===== src/rtl/mult_unit_wb_if.sv =====
// Multiply-unit bus: request from execute, writeback strobe, and the
// high/low product pair presented to the register bank (r19/r20).
//   master: execute/bank side (drives start, operands, is_signed, wb_we)
//   slave : multiplier side (drives busy, done, mult_flag, high, low)
interface mult_unit_wb_if #(
  parameter int unsigned WIDTH = 32
);
  logic             start;
  logic [WIDTH-1:0] mul_a;
  logic [WIDTH-1:0] mul_b;
  logic             is_signed;
  logic             wb_we;
  logic             busy;
  logic             done;
  logic             mult_flag;
  logic [WIDTH-1:0] high;
  logic [WIDTH-1:0] low;

  modport master (
    output start, mul_a, mul_b, is_signed, wb_we,
    input  busy, done, mult_flag, high, low
  );

  modport slave (
    input  start, mul_a, mul_b, is_signed, wb_we,
    output busy, done, mult_flag, high, low
  );
endinterface


===== src/rtl/mult_unit_wb.sv =====
// Iterative shift-add WIDTHxWIDTH multiplier feeding the register bank's
// multiply write path (high -> r19, low -> r20 on a mult_flag edge).
// Ports:
//   clk  - system clock, rising edge
//   rst  - asynchronous active-low reset
//   bus  - mult_unit_wb_if.slave: start/mul_a/mul_b/is_signed/wb_we in,
//          busy/done/mult_flag/high/low out
// busy, done and mult_flag are decoded from the registered state (done and
// mult_flag also gated by wb_we, which has priority in the bank).
// Optional build macro MULT_EARLY_EXIT_EN: finish RUN as soon as the
// remaining multiplier bits are zero, aligning the accumulator in one shift.
module mult_unit_wb #(
  parameter int unsigned WIDTH = 32
) (
  input  logic          clk,
  input  logic          rst,
  mult_unit_wb_if.slave bus
);

  localparam int unsigned PW = 2 * WIDTH;
  localparam int unsigned CW = $clog2(WIDTH + 1);

  typedef enum logic [1:0] {
    S_IDLE  = 2'd0,
    S_RUN   = 2'd1,
    S_WRITE = 2'd2
  } state_e;

  state_e           state_q, state_d;
  logic [WIDTH-1:0] mcand_q, mcand_d;
  logic [WIDTH-1:0] acc_q, acc_d;
  logic [WIDTH-1:0] mplier_q, mplier_d;
  logic [CW-1:0]    count_q, count_d;
  logic             neg_q, neg_d;
  logic [WIDTH-1:0] high_q, high_d;
  logic [WIDTH-1:0] low_q, low_d;

  logic [WIDTH:0]   sum;
  logic [PW-1:0]    shifted;
  logic [PW-1:0]    aligned;
  logic [PW-1:0]    prod;
  logic             last;
  logic             mflag_c;
`ifdef MULT_EARLY_EXIT_EN
  logic [WIDTH-1:0] rem_mask;
`endif

  // State and datapath registers
  always_ff @(posedge clk or negedge rst) begin
    if (!rst) begin
      state_q  <= S_IDLE;
      mcand_q  <= '0;
      acc_q    <= '0;
      mplier_q <= '0;
      count_q  <= '0;
      neg_q    <= 1'b0;
      high_q   <= '0;
      low_q    <= '0;
    end else begin
      state_q  <= state_d;
      mcand_q  <= mcand_d;
      acc_q    <= acc_d;
      mplier_q <= mplier_d;
      count_q  <= count_d;
      neg_q    <= neg_d;
      high_q   <= high_d;
      low_q    <= low_d;
    end
  end

  // Next-state, datapath step and write strobe
  always_comb begin
    state_d  = state_q;
    mcand_d  = mcand_q;
    acc_d    = acc_q;
    mplier_d = mplier_q;
    count_d  = count_q;
    neg_d    = neg_q;
    high_d   = high_q;
    low_d    = low_q;
    sum      = '0;
    shifted  = '0;
    aligned  = '0;
    prod     = '0;
    last     = 1'b0;
    mflag_c  = 1'b0;
`ifdef MULT_EARLY_EXIT_EN
    rem_mask = '0;
`endif

    case (state_q)
      S_IDLE: begin
        if (bus.start) begin
          // Magnitudes fit in WIDTH bits unsigned, including the most negative value
          mcand_d  = (bus.is_signed && bus.mul_a[WIDTH-1]) ? (~bus.mul_a + WIDTH'(1)) : bus.mul_a;
          mplier_d = (bus.is_signed && bus.mul_b[WIDTH-1]) ? (~bus.mul_b + WIDTH'(1)) : bus.mul_b;
          neg_d    = bus.is_signed & (bus.mul_a[WIDTH-1] ^ bus.mul_b[WIDTH-1]);
          acc_d    = '0;
          count_d  = CW'(WIDTH);
          state_d  = S_RUN;
        end
      end

      S_RUN: begin
        sum      = {1'b0, acc_q} + (mplier_q[0] ? {1'b0, mcand_q} : {(WIDTH+1){1'b0}});
        // {carry, acc, multiplier} >> 1; the consumed multiplier LSB drops out
        shifted  = {sum, mplier_q[WIDTH-1:1]};
        acc_d    = shifted[PW-1:WIDTH];
        mplier_d = shifted[WIDTH-1:0];
        count_d  = count_q - CW'(1);
`ifdef MULT_EARLY_EXIT_EN
        // Unshifted multiplier bits sit in [count_q-1:0]; bit 0 is consumed now
        rem_mask = ((WIDTH'(1) << count_q) - WIDTH'(1)) & ~WIDTH'(1);
        last     = (count_q == CW'(1)) || ((mplier_q & rem_mask) == '0);
        aligned  = shifted >> (count_q - CW'(1));
`else
        last     = (count_q == CW'(1));
        aligned  = shifted;
`endif
        if (last) begin
          prod    = neg_q ? (~aligned + PW'(1)) : aligned;
          high_d  = prod[PW-1:WIDTH];
          low_d   = prod[WIDTH-1:0];
          state_d = S_WRITE;
        end
      end

      S_WRITE: begin
        // Bank's normal writeback wins; hold the product until the port is free
        mflag_c = ~bus.wb_we;
        if (mflag_c) state_d = S_IDLE;
      end

      default: state_d = S_IDLE;
    endcase
  end

  assign bus.busy      = (state_q != S_IDLE);
  assign bus.mult_flag = mflag_c;
  assign bus.done      = mflag_c;
  assign bus.high      = high_q;
  assign bus.low       = low_q;

endmodule


===== src/flat_wrapper.sv =====
// flat-port wrapper written by rule: the top's interface ports become plain ports
module mult_unit_wb_flat 
#(
  parameter int unsigned WIDTH = 32
)
  (clk, rst, bus_start, bus_mul_a, bus_mul_b, bus_is_signed, bus_wb_we, bus_busy, bus_done, bus_mult_flag, bus_high, bus_low);
  mult_unit_wb_if #(.WIDTH(WIDTH)) bus_i ();
  input  logic clk;
  input  logic rst;
  input wire logic [$bits(bus_i.start)-1:0] bus_start;
  input wire logic [$bits(bus_i.mul_a)-1:0] bus_mul_a;
  input wire logic [$bits(bus_i.mul_b)-1:0] bus_mul_b;
  input wire logic [$bits(bus_i.is_signed)-1:0] bus_is_signed;
  input wire logic [$bits(bus_i.wb_we)-1:0] bus_wb_we;
  output wire logic [$bits(bus_i.busy)-1:0] bus_busy;
  output wire logic [$bits(bus_i.done)-1:0] bus_done;
  output wire logic [$bits(bus_i.mult_flag)-1:0] bus_mult_flag;
  output wire logic [$bits(bus_i.high)-1:0] bus_high;
  output wire logic [$bits(bus_i.low)-1:0] bus_low;
  assign bus_i.start = bus_start;
  assign bus_i.mul_a = bus_mul_a;
  assign bus_i.mul_b = bus_mul_b;
  assign bus_i.is_signed = bus_is_signed;
  assign bus_i.wb_we = bus_wb_we;
  assign bus_busy = bus_i.busy;
  assign bus_done = bus_i.done;
  assign bus_mult_flag = bus_i.mult_flag;
  assign bus_high = bus_i.high;
  assign bus_low = bus_i.low;
  mult_unit_wb #(.WIDTH(WIDTH)) u_core (.clk(clk), .rst(rst), .bus(bus_i));
endmodule

===== config.mk =====
export PLATFORM = sky130hd
export DESIGN_NAME = mult_unit_wb_flat
export DESIGN_NICKNAME = d
export VERILOG_FILES = /design/src/rtl/mult_unit_wb_if.sv /design/src/rtl/mult_unit_wb.sv /design/src/flat_wrapper.sv
export SDC_FILE = /design/constraint.sdc
export NUM_CORES = 1
export LEC_CHECK = 0
export BUFFER_PORTS_ARGS = -buffer_cell sky130_fd_sc_hd__buf_2
export CAP_MARGIN = 10
export CORE_MARGIN = 2
export CORE_UTILIZATION = 55
export CTS_BUF_LIST = sky130_fd_sc_hd__clkbuf_8
export CTS_CLUSTER_SIZE = 16
export DETAILED_ROUTE_END_ITERATION = 16
export GPL_ROUTABILITY_DRIVEN = 0
export GPL_TIMING_DRIVEN = 0
export PLACE_DENSITY = 0.84
export RECOVER_POWER = 50
export SLEW_MARGIN = 10
export SYNTH_ARGS = -nofsm -noshare
export SYNTH_HDL_FRONTEND = slang
export SYNTH_SLANG_ARGS = --single-unit

===== constraint.sdc =====
create_clock -name clk -period 3.7 [get_ports clk]
set_clock_uncertainty 0.15 [all_clocks]
set_input_delay 0.37 -clock clk [delete_from_list [all_inputs] [get_ports clk]]
set_output_delay 0.37 -clock clk [all_outputs]
set_load 0.01 [all_outputs]

Word-level counts from Yosys, hierarchy flattened
Index checks and enable logic that the tools add are counted.

Output and inout bits: 67. Word-level logic and storage cells: 49. Flip-flop bits (word level): 169. Input bits: 69.

Eq/ne operators: 6. Muxes and demuxes: 15. Reductions and logical operators: 9. $add $sub $neg: 5. Bitwise operators: 6.

Operators with widths (number): 32-bit two-way mux (5); 32-bit one-hot mux with 2 select lines (2); 32-bit by 1-bit adder with 32-bit output (second input constant) (2); 64-bit by 1-bit adder with 64-bit output (second input constant) (1); 64-bit two-way mux (1); 32-bit NOT (2); 64-bit NOT (1); 32-bit by 33-bit adder with 33-bit output (1); 6-bit one-hot mux with 2 select lines (1); 6-bit by 1-bit equality test with 1-bit output (second input constant) (1); 2-bit two-way mux (3); 6-bit two-way mux (1); 2-bit one-hot mux with 3 select lines (1); 2-bit AND reduction (3); 6-bit by 1-bit subtractor with 6-bit output (second input constant) (1); 2-bit inequality test (second input constant) (2); 2-bit nonzero test (2); 3-bit AND reduction (1); 2-bit by 1-bit equality test with 1-bit output (second input constant) (1); 2-bit equality test (second input constant) (1); 1-bit logical AND (2); 2-bit zero test (1); 2-bit by 1-bit inequality test with 1-bit output (second input constant) (1); 1-bit AND (1); other kinds (3) (3).

Depth between registers and ports, before layout
Depth in word-level cells: 5. Gate-level depth with buffers: 14. Gate-level depth less buffers: 13.

Worst setup path before layout
No wires, ideal clock.

Path type: reg2reg. Start point: reg u_core.mplier_q[0]. End point: reg u_core.high_q[31], in the netlist u_core.bus.high[31]. Stages on the path, launching flop included: 15. Data required time: 3.418 ns. Slack: -0.344 ns. Period minus slack after synthesis: 4.044 ns. Arrival: 3.762 ns. Setup time: 0.132 ns. Buffers on the path: 2. Cells stage by stage: dfrtp_1 clkbuf_1 and2_1 ha_1 clkbuf_1 a21o_1 a221oi_2 a21oi_1 a2111o_1 a32oi_1 and4bb_1 or4b_4 o41ai_4 xnor2_1 o21ai_1.

Longest elaborated chain between the ends: 5.

RTL lines: start: declaration (line mult_unit_wb.sv:32) `logic [WIDTH-1:0] mplier_q, mplier_d;`; start signal: assignment (line mult_unit_wb.sv:63) `mplier_q <= mplier_d;`; 32-bit two-way mux (*) (line mult_unit_wb.sv:105) `sum = {1'b0, acc_q} + (mplier_q[0] ? {1'b0, mcand_q} : {(WIDTH+1){1'b0}});`; 32-bit by 33-bit adder with 33-bit output (*) (line mult_unit_wb.sv:105); 64-bit NOT (line mult_unit_wb.sv:121) `prod = neg_q ? (~aligned + PW'(1)) : aligned;`; 64-bit by 1-bit adder with 64-bit output (line mult_unit_wb.sv:121); 64-bit two-way mux (*) (line mult_unit_wb.sv:121); end signal: assignment (line mult_unit_wb.sv:66) `high_q <= high_d;`; end: declaration (line mult_unit_wb.sv:35) `logic [WIDTH-1:0] high_q, high_d;`.

Mark *: on every way between the ends. The rest lies on a longest branch, timed or not. A chain may end at the register's enable or synchronous reset.

Worst setup path after layout
Start point: reg u_core.mplier_q[0]. End point: reg u_core.high_q[29], in the netlist u_core.bus.high[29].

The elaborated chain is that of the path after synthesis.

==> flow_summary.json <==
{
  "numPortBuffers": 135,
  "crit_fanout": 10,
  "min_path_type": "input pin to flop",
  "synth-seq-cells": 169,
  "finalNetCount": 1667,
  "synth_cell_types": 75,
  "multi_input_comb_area_um2": 7490,
  "rsz0062_at_grt": "true",
  "p_total_w": 0.0133,
  "grt_pass1_wl_um": 55700,
  "ys_seq_area_share_pct": 37.4,
  "worst_pin_slew_ns": 2.06,
  "ioPinCount": 136,
  "synthFlopType": "dfrtp_1",
  "cts_sinks": 169,
  "synth_edf_count": 0,
  "wl_met1_um": 14800,
  "finalHoldViolCount": 0,
  "status": "complete, but fails checks",
  "max_slew_margin_pct": -37.6,
  "dpl_cell_area_um2": 12400,
  "topRoutingLayerUsed": "met4",
  "num-fill-cells": 1494,
  "drt-total-wl_um": 38500,
  "cp-start-kind": "flop",
  "first_iter_violations": 1822,
  "layout_commonest_cell": "nand2_1",
  "clkSlewWorstSetupHoldPaths_ns": 0.09,
  "grt_max_degree": 88,
  "grt_pass1_vias": 10900,
  "vdd_drop_max_v": 0.000455,
  "whs_ns": 0.00906,
  "crit_type": "flop to flop",
  "stdcell_area_um2": 14000,
  "area_growth_pct": 24.1,
  "final-setup-viol-count": 20,
  "p_per_area_nw_per_um2": 951,
  "worstPathRequired_ns": 3.92,
  "worst_hold_startpoint": "bus_mul_a[1]",
  "synth_area_per_cell_um2": 8.42,
  "synthArstFlopShare_pct": 100,
  "startpoint": "u_core.mplier_q[0]",
  "fp.dieArea_um2": 21700,
  "cts_tree": "built",
  "first_pass_iters": 8,
  "cts.htree.levels": 4,
  "die_h_um": 147,
  "drc_errors": 0,
  "dieWidth_um": 147,
  "diodes": 0,
  "rows": 52,
  "cts_buffers": 17,
  "r2r_start": "u_core.mplier_q[0]",
  "r2r_setup_slack_ns": -0.63,
  "initial_core_util_pct": 55.9,
  "syn_nets": 1450,
  "wl_met2_um": 16700,
  "cp-end-kind": "flop",
  "syn-cell-area_um2": 11300,
  "rr_worst_depth": 14,
  "min_period_over_period_pct": 117,
  "min_path_cells": 3,
  "via_per_inst": 6.55,
  "synthCells": 1343,
  "setup_ws_ns": -0.633,
  "post-route-util_pct": 69.4,
  "grtUsageTotal_pct": 32.0,
  "dr_total_vias": 12100,
  "maxSlewViolCount": 84,
  "layout_min_cycle_time_ns": 4.33,
  "violations": "max-capacitance violations, max-slew violations, negative setup slack",
  "drv_cap": 1,
  "place_hpwl_um": 24600,
  "clock_latency_ns": 0.51,
  "cts_buffer_depth": 2,
  "timing.fmax_mhz": 231,
  "final_cell_mix": "185 x nand2_1, 167 x dfrtp_1, 161 x o21ai_0",
  "whs_endpoint": "u_core.mcand_q[1]",
  "wl_per_cell_um": 20.9,
  "antenna_found_initial": 0,
  "seq_area_um2": 4230,
  "reg2reg_to": "u_core.bus.high[29]",
  "root_buffer": "clkbuf_8",
  "crit_arrival_ns": 4.55,
  "p_leak_nw": 5.91,
  "core_area_um2": 20200,
  "wl_met3_um": 4800,
  "overflow": 0,
  "drive_above_1_share_pct": 19.7,
  "antenna_left": 0,
  "yosysWarningCount": 0
}
==> worst max path at each step <==
| stage | end | slack (ns) | cells past startpoint |
|---|---|---|---|
| floorplan | u_core.bus.high[31] | -0.14 | 14 |
| global placement | u_core.bus.high[30] | -0.75 | 14 |
| detailed placement | u_core.bus.high[30] | -0.87 | 14 |
| CTS | u_core.bus.high[31] | -0.42 | 14 |
| global route | u_core.bus.high[30] | -0.65 | 15 |
| finish | u_core.bus.high[29] | -0.63 | 14 |
==> metal layers <==
metal / up-vias / GRT usage [%]
met2: 884 / 48.3
met5: - / 0
met4: 0 / 12.5
met3: 267 / 7.53
met1: 5628 / 44.8
li1: 5295 / -
==> metrics by stage <==
step | setup WS, ns | cells | setup TNS (ns)
after floorplan | -0.140 | 1343 | -0.668
after global placement | -0.748 | 1748 | -72.73
after detailed placement | -0.872 | 1749 | -9.84
after CTS | -0.417 | 1819 | -2.98
after global routing | -0.653 | 1842 | -25.91
final | -0.633 | 1842 | -7.24
==> final cells by class <==
class / instances / share of cell area, %
clock buffers: 17 / 1.67
flip-flops and latches: 169 / 30.2
inverters: 22 / 0.588
clock inverters: 14 / 1.03
well taps: 270 / 2.41
plain buffers: 71 / 2.16
multi-input cells: 1071 / 53.4
repair buffers: 208 / 8.61
==> logic make-up after synthesis <==
kind of cell               Yosys count  synth area share [%]
and+or+nand+nor                    472                  20.5
AOI/OAI and AO/OA                  424                  23.7
DFF                                169                  37.4
xor gates and xnor gates           131                  10.1
buffers and inverters              103                  3.45
adders and majority gates           38                  4.27
muxes                                6                 0.575
==> cells in the mapped netlist, types with 14 or more instances <==
master,instances,share of area [%]
nor4_1,14,0.77
and2_1,44,2.4
inv_1,22,0.73
nor3_1,21,0.93
nand2_1,189,6.3
a22oi_1,30,2.0
o21ai_0,169,7.5
ha_1,37,4.1
dfrtp_1,169,37
o31ai_1,23,1.5
xnor2_1,60,4.6
nand4_1,14,0.77
or3_1,21,1.2
a21o_1,14,0.93
clkbuf_1,75,2.5
nor2_1,56,1.9
a21oi_1,57,2.5
o21ai_1,38,1.7
nand3_1,59,2.6
xor2_1,71,5.5
==> critical path, stage by stage, from the launching register on <==
cell and delay [ns]:
dfrtp_2 0.48, clkbuf_2 0.19, and2_1 0.17, ha_1 0.38, a21oi_1 0.44, o21ai_2 0.20, nor2b_1 0.23, a2111oi_4 0.40
o21a_1 0.22, o211ai_1 0.18, or4b_4 0.61, buf_6 0.15, o21ai_4 0.14, xnor2_2 0.17, o21ai_1 0.09
==> power by group <==
part	total, W	switching, W	internal [W]
clock	0.00134	0.000787	0.000549
sequential	0.00344	0.000758	0.00268
combinational	0.00858	0.00519	0.00338
==> registers in the layout (all words and copies together) (netlist names) <==
signal	flops
u_core.acc_q	32
u_core.bus.high	32
u_core.bus.low	32
u_core.mcand_q	32
u_core.mplier_q	32
u_core.count_q	6
u_core.state_q	2
u_core.neg_q	1
==> repair_timing <==
action | CTS | global route
pin swaps | 46 | 33
hold endpoints to repair | 83 | 0
setup endpoints to repair | 20 | 23
buffers inserted | 158 | 28
hold buffers | 2 | 0
resized for setup | 99 | 71
cloned | 1 | 0
No activity file was read; power rests on OpenSTA's default activity.
